===== config.mk =====
export PLATFORM = sky130hd
export DESIGN_NAME = edge_req_gen_flat
export DESIGN_NICKNAME = d
export VERILOG_FILES = /design/src/rtl/edge_req_gen_pkg.sv /design/src/rtl/edge_req_gen_if.sv /design/src/rtl/edge_req_gen_fifo.sv /design/src/rtl/edge_req_gen.sv /design/src/flat_wrapper.sv
export SDC_FILE = /design/constraint.sdc
export NUM_CORES = 1
export LEC_CHECK = 0
export CAP_MARGIN = 25
export CORE_ASPECT_RATIO = 0.5
export CORE_MARGIN = 10
export CORE_UTILIZATION = 50
export CTS_BUF_LIST = sky130_fd_sc_hd__clkbuf_4
export DETAILED_ROUTE_END_ITERATION = 10
export GPL_TIMING_DRIVEN = 0
export PLACE_DENSITY = 0.67
export SETUP_SLACK_MARGIN = 0.02
export SLEW_MARGIN = 20
export SYNTH_ARGS = -nofsm -noshare
export SYNTH_HDL_FRONTEND = slang
export SYNTH_SLANG_ARGS = --single-unit
export TNS_END_PERCENT = 100

===== constraint.sdc =====
create_clock -name clk -period 22.5 [get_ports clk]
set_clock_uncertainty 0.05 [all_clocks]
set_input_delay 2.25 -clock clk [delete_from_list [all_inputs] [get_ports clk]]
set_output_delay 2.25 -clock clk [all_outputs]
set_load 0.05 [all_outputs]

===== src/rtl/edge_req_gen_pkg.sv =====
//------------------------------------------------------------------------------
// Module   : edge_req_gen_pkg
// Brief    : Shared line/slot geometry and FSM state type for the edge stages.
// Revision : 1.0
//------------------------------------------------------------------------------
`default_nettype none

package edge_req_gen_pkg;

   localparam int EDGE_BYTES      = 4;
   localparam int LINE_BYTES      = 64;
   localparam int EDGES_PER_LINE  = LINE_BYTES / EDGE_BYTES;
   localparam int EDGE_SLOT_WIDTH = $clog2(EDGES_PER_LINE);
   localparam int LINE_SHIFT      = $clog2(LINE_BYTES);

   localparam logic [EDGE_SLOT_WIDTH-1:0] SLOT_MAX = '1;

   typedef enum logic [0:0] {
      ST_IDLE  = 1'b0,
      ST_ISSUE = 1'b1
   } state_t;

endpackage

`default_nettype wire


===== src/rtl/edge_req_gen_if.sv =====
//------------------------------------------------------------------------------
// Module   : edge_req_gen_if
// Brief    : Edge-list read request channel (valid/ready) towards HBM.
// Revision : 1.0
//------------------------------------------------------------------------------
`default_nettype none

interface edge_req_gen_if
   import edge_req_gen_pkg::*;
#(
   parameter int V_ID_WIDTH = 16,
   parameter int HBM_AWIDTH = 32
);
   logic [HBM_AWIDTH-1:0]      edge_rd_addr;
   logic [V_ID_WIDTH-1:0]      edge_rd_v_id;
   logic [EDGE_SLOT_WIDTH-1:0] edge_rd_lo;
   logic [EDGE_SLOT_WIDTH-1:0] edge_rd_hi;
   logic                       edge_rd_last;
   logic                       edge_rd_valid;
   logic                       edge_rd_ready;

   modport master (
      output edge_rd_addr, edge_rd_v_id, edge_rd_lo, edge_rd_hi,
             edge_rd_last, edge_rd_valid,
      input  edge_rd_ready
   );

   modport slave (
      input  edge_rd_addr, edge_rd_v_id, edge_rd_lo, edge_rd_hi,
             edge_rd_last, edge_rd_valid,
      output edge_rd_ready
   );
endinterface

`default_nettype wire


===== src/rtl/edge_req_gen_fifo.sv =====
//------------------------------------------------------------------------------
// Module   : edge_req_fifo
// Brief    : Synchronous register-array FIFO with occupancy count.
// Revision : 1.0
//------------------------------------------------------------------------------
`default_nettype none

module edge_req_fifo #(
   parameter int WIDTH = 8,
   parameter int DEPTH = 16
) (
   input  wire                          clk,
   input  wire                          rst,
   input  wire                          i_push,
   input  wire  [WIDTH-1:0]             i_din,
   input  wire                          i_pop,
   output logic [WIDTH-1:0]             o_dout,
   output logic                         o_empty,
   output logic                         o_full,
   output logic [$clog2(DEPTH+1)-1:0]   o_count
);
   localparam int AW = (DEPTH > 1) ? $clog2(DEPTH) : 1;
   localparam int CW = $clog2(DEPTH+1);

   logic [WIDTH-1:0] r_mem [DEPTH];
   logic [AW-1:0]    r_wptr;
   logic [AW-1:0]    r_rptr;
   logic [CW-1:0]    r_count;
   logic             w_do_push;
   logic             w_do_pop;

   assign o_empty   = (r_count == '0);
   assign o_full    = (r_count == CW'(DEPTH));
   assign o_count   = r_count;
   assign o_dout    = r_mem[r_rptr];
   assign w_do_push = i_push & ~o_full;
   assign w_do_pop  = i_pop & ~o_empty;

   always_ff @(posedge clk) begin
      if (w_do_push) begin
         r_mem[r_wptr] <= i_din;
      end
   end

   // Pointers wrap explicitly so non-power-of-two depths stay correct.
   always_ff @(posedge clk) begin
      if (rst) begin
         r_wptr  <= '0;
         r_rptr  <= '0;
         r_count <= '0;
      end else begin
         if (w_do_push) begin
            r_wptr <= (r_wptr == AW'(DEPTH-1)) ? '0 : r_wptr + AW'(1);
         end
         if (w_do_pop) begin
            r_rptr <= (r_rptr == AW'(DEPTH-1)) ? '0 : r_rptr + AW'(1);
         end
         case ({w_do_push, w_do_pop})
            2'b10:   r_count <= r_count + CW'(1);
            2'b01:   r_count <= r_count - CW'(1);
            default: r_count <= r_count;
         endcase
      end
   end

endmodule

`default_nettype wire


===== src/rtl/edge_req_gen.sv =====
//------------------------------------------------------------------------------
// Module   : edge_req_gen
// Brief    : Expands vertex edge-offset ranges into line-aligned HBM reads.
// Revision : 1.0
//------------------------------------------------------------------------------
`default_nettype none

module edge_req_gen
   import edge_req_gen_pkg::*;
#(
   parameter int V_ID_WIDTH   = 16,
   parameter int V_OFF_DWIDTH = 32,
   parameter int HBM_AWIDTH   = 32,
   parameter int URAM_DELAY   = 3,
   parameter int FIFO_DEPTH   = 16
) (
   input  wire                     clk,
   input  wire                     rst,
   input  wire  [V_ID_WIDTH-1:0]   front_active_v_id,
   input  wire                     front_active_v_valid,
   input  wire  [V_OFF_DWIDTH-1:0] uram_loffset,
   input  wire  [V_OFF_DWIDTH-1:0] uram_roffset,
   input  wire                     uram_dvalid,
   input  wire  [HBM_AWIDTH-1:0]   edge_base_addr,
   output logic                    front_stall,
   output logic                    err_sticky,
   edge_req_gen_if.master          rd
);
   localparam int ENTRY_W  = V_ID_WIDTH + 2 * V_OFF_DWIDTH;
   localparam int CNT_W    = $clog2(FIFO_DEPTH + 1);
   localparam int LINE_W   = V_OFF_DWIDTH - EDGE_SLOT_WIDTH;
   localparam int STALL_TH = FIFO_DEPTH - URAM_DELAY - 1;

   logic [V_ID_WIDTH-1:0]      r_id_dly [URAM_DELAY];
   logic                       r_stall;
   logic                       r_err;

   logic                       w_push_req;
   logic                       w_push;
   logic                       w_pop;
   logic [ENTRY_W-1:0]         w_fifo_dout;
   logic                       w_empty;
   logic                       w_full;
   logic [CNT_W-1:0]           w_count;

   logic [V_ID_WIDTH-1:0]      w_head_id;
   logic [V_OFF_DWIDTH-1:0]    w_head_lo;
   logic [V_OFF_DWIDTH-1:0]    w_head_ro;
   logic [V_OFF_DWIDTH-1:0]    w_head_last_edge;
   logic [LINE_W-1:0]          w_head_line;
   logic [LINE_W-1:0]          w_head_end;
   logic [HBM_AWIDTH-1:0]      w_head_addr;
   logic [LINE_W-1:0]          w_adv_line;
   logic [HBM_AWIDTH-1:0]      w_adv_addr;

   state_t                     r_state,    w_state_nxt;
   logic [LINE_W-1:0]          r_cur_line, w_cur_line_nxt;
   logic [LINE_W-1:0]          r_end_line, w_end_line_nxt;
   logic [EDGE_SLOT_WIDTH-1:0] r_hi_slot,  w_hi_slot_nxt;
   logic [HBM_AWIDTH-1:0]      r_addr,     w_addr_nxt;
   logic [V_ID_WIDTH-1:0]      r_vid,      w_vid_nxt;
   logic [EDGE_SLOT_WIDTH-1:0] r_lo,       w_lo_nxt;
   logic [EDGE_SLOT_WIDTH-1:0] r_hi,       w_hi_nxt;
   logic                       r_last,     w_last_nxt;
   logic                       r_valid,    w_valid_nxt;
   logic                       w_load;

   // The vertex id is delayed to line up with the URAM read data.
   always_ff @(posedge clk) begin
      if (rst) begin
         for (int i = 0; i < URAM_DELAY; i++) begin
            r_id_dly[i] <= '0;
         end
      end else begin
         r_id_dly[0] <= front_active_v_valid ? front_active_v_id : '0;
         for (int i = 1; i < URAM_DELAY; i++) begin
            r_id_dly[i] <= r_id_dly[i-1];
         end
      end
   end

   assign w_push_req = uram_dvalid & (uram_roffset > uram_loffset);
   assign w_push     = w_push_req & ~w_full;

   edge_req_fifo #(
      .WIDTH (ENTRY_W),
      .DEPTH (FIFO_DEPTH)
   ) u_fifo (
      .clk     (clk),
      .rst     (rst),
      .i_push  (w_push),
      .i_din   ({r_id_dly[URAM_DELAY-1], uram_loffset, uram_roffset}),
      .i_pop   (w_pop),
      .o_dout  (w_fifo_dout),
      .o_empty (w_empty),
      .o_full  (w_full),
      .o_count (w_count)
   );

   // Stall threshold leaves room for every URAM read still in flight.
   always_ff @(posedge clk) begin
      if (rst) begin
         r_stall <= 1'b0;
         r_err   <= 1'b0;
      end else begin
         r_stall <= (w_count >= CNT_W'(STALL_TH));
         if ((uram_dvalid && (uram_roffset < uram_loffset)) || (w_push_req && w_full)) begin
            r_err <= 1'b1;
         end
      end
   end

   assign {w_head_id, w_head_lo, w_head_ro} = w_fifo_dout;
   assign w_head_last_edge = w_head_ro - V_OFF_DWIDTH'(1);
   assign w_head_line      = w_head_lo[V_OFF_DWIDTH-1:EDGE_SLOT_WIDTH];
   assign w_head_end       = w_head_last_edge[V_OFF_DWIDTH-1:EDGE_SLOT_WIDTH];
   assign w_head_addr      = edge_base_addr + (HBM_AWIDTH'(w_head_line) << LINE_SHIFT);
   assign w_adv_line       = r_cur_line + LINE_W'(1);
   assign w_adv_addr       = edge_base_addr + (HBM_AWIDTH'(w_adv_line) << LINE_SHIFT);

   always_ff @(posedge clk) begin
      if (rst) begin
         r_state    <= ST_IDLE;
         r_cur_line <= '0;
         r_end_line <= '0;
         r_hi_slot  <= '0;
         r_addr     <= '0;
         r_vid      <= '0;
         r_lo       <= '0;
         r_hi       <= '0;
         r_last     <= 1'b0;
         r_valid    <= 1'b0;
      end else begin
         r_state    <= w_state_nxt;
         r_cur_line <= w_cur_line_nxt;
         r_end_line <= w_end_line_nxt;
         r_hi_slot  <= w_hi_slot_nxt;
         r_addr     <= w_addr_nxt;
         r_vid      <= w_vid_nxt;
         r_lo       <= w_lo_nxt;
         r_hi       <= w_hi_nxt;
         r_last     <= w_last_nxt;
         r_valid    <= w_valid_nxt;
      end
   end

   always_comb begin
      w_state_nxt    = r_state;
      w_cur_line_nxt = r_cur_line;
      w_end_line_nxt = r_end_line;
      w_hi_slot_nxt  = r_hi_slot;
      w_addr_nxt     = r_addr;
      w_vid_nxt      = r_vid;
      w_lo_nxt       = r_lo;
      w_hi_nxt       = r_hi;
      w_last_nxt     = r_last;
      w_valid_nxt    = r_valid;
      w_load         = 1'b0;

      case (r_state)
         ST_IDLE: begin
            w_load = ~w_empty;
         end
         ST_ISSUE: begin
            if (rd.edge_rd_ready) begin
               if (!r_last) begin
                  w_cur_line_nxt = w_adv_line;
                  w_addr_nxt     = w_adv_addr;
                  w_lo_nxt       = '0;
                  w_hi_nxt       = (w_adv_line == r_end_line) ? r_hi_slot : SLOT_MAX;
                  w_last_nxt     = (w_adv_line == r_end_line);
               end else if (!w_empty) begin
                  w_load = 1'b1;
               end else begin
                  w_state_nxt = ST_IDLE;
                  w_valid_nxt = 1'b0;
               end
            end
         end
         default: begin
            w_state_nxt = ST_IDLE;
            w_valid_nxt = 1'b0;
         end
      endcase

      // Loading from the FIFO head covers both the idle start and back-to-back.
      if (w_load) begin
         w_state_nxt    = ST_ISSUE;
         w_valid_nxt    = 1'b1;
         w_cur_line_nxt = w_head_line;
         w_end_line_nxt = w_head_end;
         w_hi_slot_nxt  = w_head_last_edge[EDGE_SLOT_WIDTH-1:0];
         w_addr_nxt     = w_head_addr;
         w_vid_nxt      = w_head_id;
         w_lo_nxt       = w_head_lo[EDGE_SLOT_WIDTH-1:0];
         w_hi_nxt       = (w_head_line == w_head_end) ? w_head_last_edge[EDGE_SLOT_WIDTH-1:0] : SLOT_MAX;
         w_last_nxt     = (w_head_line == w_head_end);
      end
   end

   assign w_pop            = w_load;
   assign front_stall      = r_stall;
   assign err_sticky       = r_err;
   assign rd.edge_rd_addr  = r_addr;
   assign rd.edge_rd_v_id  = r_vid;
   assign rd.edge_rd_lo    = r_lo;
   assign rd.edge_rd_hi    = r_hi;
   assign rd.edge_rd_last  = r_last;
   assign rd.edge_rd_valid = r_valid;

endmodule

`default_nettype wire


===== src/flat_wrapper.sv =====
// flat-port wrapper written by rule: the top's interface ports become plain ports
module edge_req_gen_flat import edge_req_gen_pkg::*;
#(
   parameter int V_ID_WIDTH   = 16,
   parameter int V_OFF_DWIDTH = 32,
   parameter int HBM_AWIDTH   = 32,
   parameter int URAM_DELAY   = 3,
   parameter int FIFO_DEPTH   = 16
)
  (clk, rst, front_active_v_id, front_active_v_valid, uram_loffset, uram_roffset, uram_dvalid, edge_base_addr, front_stall, err_sticky, rd_edge_rd_addr, rd_edge_rd_v_id, rd_edge_rd_lo, rd_edge_rd_hi, rd_edge_rd_last, rd_edge_rd_valid, rd_edge_rd_ready);
  edge_req_gen_if #(.V_ID_WIDTH(V_ID_WIDTH), .HBM_AWIDTH(HBM_AWIDTH)) rd_i ();
  input  wire clk;
  input  wire rst;
  input  wire  [V_ID_WIDTH-1:0] front_active_v_id;
  input  wire front_active_v_valid;
  input  wire  [V_OFF_DWIDTH-1:0] uram_loffset;
  input  wire  [V_OFF_DWIDTH-1:0] uram_roffset;
  input  wire uram_dvalid;
  input  wire  [HBM_AWIDTH-1:0] edge_base_addr;
  output logic front_stall;
  output logic err_sticky;
  output wire logic [$bits(rd_i.edge_rd_addr)-1:0] rd_edge_rd_addr;
  output wire logic [$bits(rd_i.edge_rd_v_id)-1:0] rd_edge_rd_v_id;
  output wire logic [$bits(rd_i.edge_rd_lo)-1:0] rd_edge_rd_lo;
  output wire logic [$bits(rd_i.edge_rd_hi)-1:0] rd_edge_rd_hi;
  output wire logic [$bits(rd_i.edge_rd_last)-1:0] rd_edge_rd_last;
  output wire logic [$bits(rd_i.edge_rd_valid)-1:0] rd_edge_rd_valid;
  input wire logic [$bits(rd_i.edge_rd_ready)-1:0] rd_edge_rd_ready;
  assign rd_edge_rd_addr = rd_i.edge_rd_addr;
  assign rd_edge_rd_v_id = rd_i.edge_rd_v_id;
  assign rd_edge_rd_lo = rd_i.edge_rd_lo;
  assign rd_edge_rd_hi = rd_i.edge_rd_hi;
  assign rd_edge_rd_last = rd_i.edge_rd_last;
  assign rd_edge_rd_valid = rd_i.edge_rd_valid;
  assign rd_i.edge_rd_ready = rd_edge_rd_ready;
  edge_req_gen #(.V_ID_WIDTH(V_ID_WIDTH), .V_OFF_DWIDTH(V_OFF_DWIDTH), .HBM_AWIDTH(HBM_AWIDTH), .URAM_DELAY(URAM_DELAY), .FIFO_DEPTH(FIFO_DEPTH)) u_core (.clk(clk), .rst(rst), .front_active_v_id(front_active_v_id), .front_active_v_valid(front_active_v_valid), .uram_loffset(uram_loffset), .uram_roffset(uram_roffset), .uram_dvalid(uram_dvalid), .edge_base_addr(edge_base_addr), .front_stall(front_stall), .err_sticky(err_sticky), .rd(rd_i));
endmodule

==> flow_metrics.env, run 1 <==
export IMPL_ys_seq_elements=1466
export IMPL_port_buffers=176
export IMPL_fin_nets=3963
export IMPL_period_needed_ps=8400
export IMPL_antenna_found_initial=13
export IMPL_worstSkewPairLatency_ps=1290
export IMPL_fin_ws_ps=14100
export IMPL_crit_type="flip-flop to flip-flop"
export IMPL_layout_drive_gt1_share=0.270
export IMPL_clkSinkCount=1466
export IMPL_first_pass_iters=5
export IMPL_post_route_cell_area_mm2=0.0683
export IMPL_place_hpwl_mm=108
export IMPL_ys_flop_type="edfxtp_1"
export IMPL_maxCapViolations=0
export IMPL_gr_total_overflow=0
export IMPL_status="finished, final reports clean"
export IMPL_hold_path_depth=1
export IMPL_gp_congestion=0.898
export IMPL_finalWirelength_mm=161
export IMPL_die_x_um=506
export IMPL_hold_viol=0
export IMPL_power_leakage_nw=22.3
export IMPL_synth_cell_area_mm2=0.0591
export IMPL_placed_cell_area_mm2=0.0639
export IMPL_die_height_um=263
export IMPL_grt_setup_unrepaired="no"
export IMPL_ctsHoldBuffers=0
export IMPL_slew_viol_final=0
export IMPL_cts_resized=0
export IMPL_groute_usage_overall=0.238
export IMPL_crit_fanout=10
export IMPL_place_ws_ps=14040
export IMPL_cp_required_ps=23660
export IMPL_syn2layout_area_growth_pct=15.6
export IMPL_synth_nets=3388
export IMPL_dieArea_mm2=0.133
export IMPL_ys_seq_area_frac=0.713
export IMPL_hp_class="flip-flop to flip-flop"
export IMPL_fin_setup_tns_ps=0
export IMPL_ys_warn_count=0
export IMPL_drt_first_iter_violations=4601
export IMPL_crit_arrival_ps=9550
export IMPL_r2r_slack_ps=14100
export IMPL_ys_types=84
export IMPL_max_freq_ghz=0.119
export IMPL_cts_root_buf="clkbuf_4"
export IMPL_grt_pass1_vias=33400
export IMPL_post_drt_wl_per_cell_um=28.7
export IMPL_post_route_period_util=0.373
export IMPL_min_to="u_core.r_id_dly[0][35]"
export IMPL_rr_worst_depth=17
export IMPL_ys_async_sr_fraction=0
export IMPL_grt_max_degree=36
export IMPL_via_per_inst=6.00
export IMPL_drc=0
export IMPL_clkTransAtPathRegs_ps=70
export IMPL_vias=33800
export IMPL_cts_setup_buffers=0
export IMPL_initial_core_util=0.503
export IMPL_syn_inst=3203
export IMPL_htree_levels=5
export IMPL_cts_tree="built"
export IMPL_max_slew_margin=0.246
export IMPL_worst_pin_slew_ps=1130
export IMPL_cp_end_kind="flip-flop"
export IMPL_grt_pass1_wl_mm=232
export IMPL_ir_drop_mv=0.0858
export IMPL_synth_avg_cell_area_um2=18.5
export IMPL_hold_path_startpoint="u_core.r_id_dly[0][19]"
export IMPL_core_area_mm2=0.118
export IMPL_rows=89
export IMPL_numCtsBuffers=344
export IMPL_setup_viol=0
export IMPL_ant_nets=0
export IMPL_reg2reg_to="u_core.rd.edge_rd_addr[24]"
export IMPL_p_per_area_mw_per_mm2=115
export IMPL_clockBufferDepth=4
export IMPL_worstSetupStartpointType="flip-flop"
export IMPL_ios=177
export IMPL_synth_edf_count=1280
-- state kept, by name, summed over array words and instances, names as in the netlist, 5 cells and up, named ones only --
signal / cells
u_core.u_fifo.o_count: 5
u_core.rd.edge_rd_addr: 32
u_core.u_fifo.r_mem: 1280
u_core.rd.edge_rd_v_id: 16
u_core.r_id_dly: 48
u_core.r_cur_line: 28
u_core.r_end_line: 28
-- layer usage --
layer / wire length [um] / part of all wire / GRT usage
met5: 98 / 0.00061 / 0
met4: 3830 / 0.024 / 0.0732
met3: 17400 / 0.11 / 0.0606
met2: 73100 / 0.45 / 0.354
met1: 67000 / 0.42 / 0.346
-- placed cells by master, fill, tap and decap left out, drive strengths merged, types with 74 or more instances in the layout --
master            n
edfxtp         1280
clkbuf          622
mux4            373
nand2           200
dfxtp           186
clkdlybuf4s50   176
a21oi           131
buf             129
nor2            122
xnor2            74
-- power by group --
part | total (mW) | internal (mW) | switching, mW
Sequential | 3.15 | 3.07 | 0.0867
Clock | 2.12 | 1.08 | 1.04
Combinational | 2.58 | 1.02 | 1.56
-- critical path, cell delays in order (launching register included) --
cell       delay [ps]
dfxtp_1           310
clkbuf_1          540
clkbuf_1          900
buf_1             870
clkbuf_1          700
buf_1             860
buf_1             740
mux4_2            580
nor2_1             90
a21oi_1           310
ha_1              370
o2111ai_1         160
a41oi_1           180
o311ai_0          510
a21boi_0          340
o21a_1            270
or4_1             460
nand3_1            80
-- synthesized netlist by cell type (all sizes together), types with 8 or more instances --
library cell | n | area [um^2]
nor4 | 19 | 146
a21o | 17 | 128
a31oi | 9 | 56.3
clkbuf | 81 | 304
o21a | 10 | 75.1
o21ai | 35 | 175
or2 | 8 | 50.1
nand3 | 27 | 135
a211oi | 33 | 248
nor2 | 122 | 474
a22o | 16 | 140
a221oi | 12 | 135
mux4 | 373 | 8420
mux2i | 22 | 220
and2 | 27 | 169
a21oi | 131 | 656
nand4 | 28 | 181
xnor2 | 74 | 648
and3 | 27 | 174
xor2 | 45 | 394
nor3 | 27 | 151
buf | 77 | 495
edfxtp | 1280 | 38400
nand2 | 200 | 761
inv | 58 | 218
nor2b | 51 | 319
or3 | 11 | 73.8
ha | 67 | 838
nand2b | 11 | 68.8
dfxtp | 186 | 3720
a22oi | 23 | 173
-- worst max path at each step --
stage | from | endpoint
after detailed placement | uram_loffset[1] | u_core.u_fifo.o_count[4]
final | flip-flop | u_core.rd.edge_rd_addr[24]
after floorplan | uram_loffset[1] | u_core.u_fifo.r_mem[3][0]
after global placement | uram_loffset[27] | u_core.u_fifo.r_mem[3][33]
after CTS | flip-flop | u_core.rd.edge_rd_addr[24]
after global routing | flip-flop | u_core.rd.edge_rd_addr[24]
-- cell type report --
class                   count  area, um^2
diodes                      9        22.5
clock inverters            55         221
plain buffers             158         808
well taps                1592        1990
repair buffers            229        2810
fillers                  8919       49300
inverters                  60         225
flip-flops and latches   1466       42200
clock buffers             540        4050
multi-input cells        1519       16000
-- metrics by stage --
stage | hold WS [ps] | power, mW | std cells | util
after floorplan | 364 | 4.94 | 3203 | -
after detailed placement | 371 | 5.75 | 5021 | 0.544
final | 377 | 7.86 | 5628 | 0.581
after CTS | 384 | 7.86 | 5616 | 0.580
after global placement | 369 | 5.71 | 4971 | 0.534
after global routing | 399 | 8.23 | 5625 | 0.581
-- cells by family (layout without fill, tap and decap cells) --
family,count (synthesis),after routing,share of synthesized area
buffers and inverters,218,1042,0.0173
multiplexers,401,401,0.147
flip-flops,1466,1466,0.713
AND/OR/NAND/NOR,591,591,0.0506
AO/OA/AOI/OAI,335,335,0.0374
adder cells (fa/ha/maj),69,69,0.0147
other,0,9,0
XOR/XNOR,123,123,0.0192
(Power assumes the default switching activity.)
==> inputs of run 2 (changes only) <==
==> constraint.sdc (replaced) <==
create_clock -name clk -period 8.6 [get_ports clk]
set_clock_uncertainty 0.05 [all_clocks]
set_input_delay 0.86 -clock clk [delete_from_list [all_inputs] [get_ports clk]]
set_output_delay 0.86 -clock clk [all_outputs]
set_load 0.05 [all_outputs]
==> flow_metrics.env, run 2 (same netlist as run 1, synthesis figures left out) <==
export IMPL_p_sw_frac=0.341
export IMPL_nFillCells=8919
export IMPL_setup_viol=0
export IMPL_fin_nets=3965
export IMPL_cp_end_kind="flip-flop"
export IMPL_dieArea_mm2=0.133
export IMPL_crit_fanout=10
export IMPL_gp_congestion=0.898
export IMPL_htree_levels=5
export IMPL_place_hpwl_mm=108
export IMPL_worstSetupStartpointType="flip-flop"
export IMPL_die_x_um=506
export IMPL_via_per_inst=5.97
export IMPL_worst_pin_slew_ps=1130
export IMPL_rows=89
export IMPL_port_buffers=176
export IMPL_maxCapViolations=0
export IMPL_grt_pass1_wl_mm=232
export IMPL_cts_root_buf="clkbuf_4"
export IMPL_r2r_slack_ps=260
export IMPL_clockBufferDepth=4
export IMPL_gr_total_overflow=0
export IMPL_final_cell_mix="edfxtp_1 (1280), clkbuf_4 (540), mux4_2 (368)"
export IMPL_post_drt_wl_per_cell_um=28.6
export IMPL_largest_register="u_core.u_fifo.r_mem"
export IMPL_hold_viol=0
export IMPL_ir_drop_mv=0.224
export IMPL_clkTransAtPathRegs_ps=70
export IMPL_cts_resized=0
export IMPL_power_leakage_nw=22.3
export IMPL_antenna_found_initial=13
export IMPL_post_route_cell_area_mm2=0.0683
export IMPL_multi_input_area_mm2=0.0160
export IMPL_cts_tree="built"
export IMPL_fin_setup_tns_ps=0
export IMPL_cp_required_ps=9770
export IMPL_rr_worst_depth=17
export IMPL_reg2reg_to="u_core.rd.edge_rd_addr[24]"
export IMPL_status="finished, final reports clean"
export IMPL_numCtsBuffers=344
export IMPL_register_area_mm2=0.0422
export IMPL_ios=177
export IMPL_hold_path_depth=2
export IMPL_drc=0
export IMPL_final_common_cell="edfxtp_1"
export IMPL_worstSkewPairLatency_ps=1310
export IMPL_vias=33600
export IMPL_first_pass_iters=5
export IMPL_syn2layout_area_growth_pct=15.6
export IMPL_hold_path_startpoint="front_active_v_id[3]"
export IMPL_groute_usage_overall=0.238
export IMPL_die_height_um=263
export IMPL_max_slew_margin=0.246
export IMPL_p_sw_mw=7.02
export IMPL_min_to="u_core.r_id_dly[0][3]"
export IMPL_max_freq_ghz=0.120
export IMPL_hp_class="input pin to flip-flop"
export IMPL_largest_reg_flops=1280
export IMPL_crit_arrival_ps=9510
export IMPL_final_cells=5632
export IMPL_finalWirelength_mm=161
export IMPL_grt_setup_unrepaired="no"
export IMPL_crit_type="flip-flop to flip-flop"
export IMPL_layout_drive_gt1_share=0.270
export IMPL_p_int_mw=13.5
export IMPL_slew_viol_final=0
export IMPL_clkSinkCount=1466
export IMPL_comb_power_share=0.328
export IMPL_seq_power_share=0.401
export IMPL_core_area_mm2=0.118
export IMPL_grt_max_degree=36
export IMPL_post_route_period_util=0.970
export IMPL_dp_cells=5021
export IMPL_period_needed_ps=8340
export IMPL_placed_cell_area_mm2=0.0639
export IMPL_drt_first_iter_violations=4503
export IMPL_pwr_share_clk=0.270
export IMPL_p_per_area_mw_per_mm2=301
export IMPL_ant_nets=0
export IMPL_grt_pass1_vias=33400
export IMPL_initial_core_util=0.503
-- run 2: layout make-up --
cell class / count / share of cell area
Multi-Input combinational cell: 1519 / 0.234
Inverter: 60 / 0.00330
Clock inverter: 55 / 0.00324
Buffer: 158 / 0.0118
Sequential cell: 1466 / 0.617
Antenna cell: 11 / 0.000403
Timing Repair Buffer: 231 / 0.0414
Clock buffer: 540 / 0.0593
Tap cell: 1592 / 0.0292
-- run 2: worst max-delay path, cell delays in order (launching register included) --
cell and delay (ps):
dfxtp_1 310, clkbuf_1 540, clkbuf_1 900, buf_1 820, clkbuf_1 710, buf_1 860, buf_1 720, mux4_2 550
nor2_1 90, a21oi_1 320, ha_1 370, o2111ai_1 160, a41oi_1 190, o311ai_0 520, a21boi_0 350, o21a_1 270
or4_1 460, nand3_1 80
-- run 2: timing repair --
| item | 4_1_cts | 5_1_grt |
|---|---|---|
| endpoints found under the hold margin | 2 | 0 |
| buffers inserted | 0 | 0 |
| hold buffers | 2 | 0 |
-- run 2: routing by layer --
layer  GRT usage  vias up  share of wire
met4      0.0732        8          0.025
met3      0.0606      252           0.11
met5           0        -        0.00028
met1       0.346    17200           0.42
li1            -    14300              -
met2       0.354     1935           0.45
-- run 2: worst max path at each step --
stage / start / end / depth (start not counted)
final: flip-flop / u_core.rd.edge_rd_addr[24] / 17
after global routing: flip-flop / u_core.rd.edge_rd_addr[24] / 17
after global placement: uram_loffset[27] / u_core.u_fifo.r_mem[3][33] / 10
after detailed placement: flip-flop / u_core.rd.edge_rd_addr[24] / 17
after floorplan: uram_loffset[1] / u_core.u_fifo.r_mem[3][0] / 14
after CTS: flip-flop / u_core.rd.edge_rd_addr[24] / 17
-- run 2: stage by stage --
step / hold WS [ps] / util / power, mW / worst slack (ps)
global route: 51.8 / 0.581 / 21.5 / 91.5
detailed placement: 371 / 0.544 / 15.0 / 490
finish: 110 / 0.581 / 20.6 / 262
global placement: 369 / 0.534 / 14.9 / -9900
floorplan: 364 / - / 12.9 / 178
CTS: 0.976 / 0.580 / 20.6 / 518
-- run 2: power by group through the flow --
stage / logic (mW) / registers (mW) / clock network, mW
after CTS: 6.67 / 8.25 / 5.64
final: 6.75 / 8.25 / 5.55
after detailed placement: 6.65 / 8.40 / 0
after floorplan: 4.26 / 8.67 / 0
after global routing: 7.23 / 8.28 / 6.02
after global placement: 6.53 / 8.40 / 0
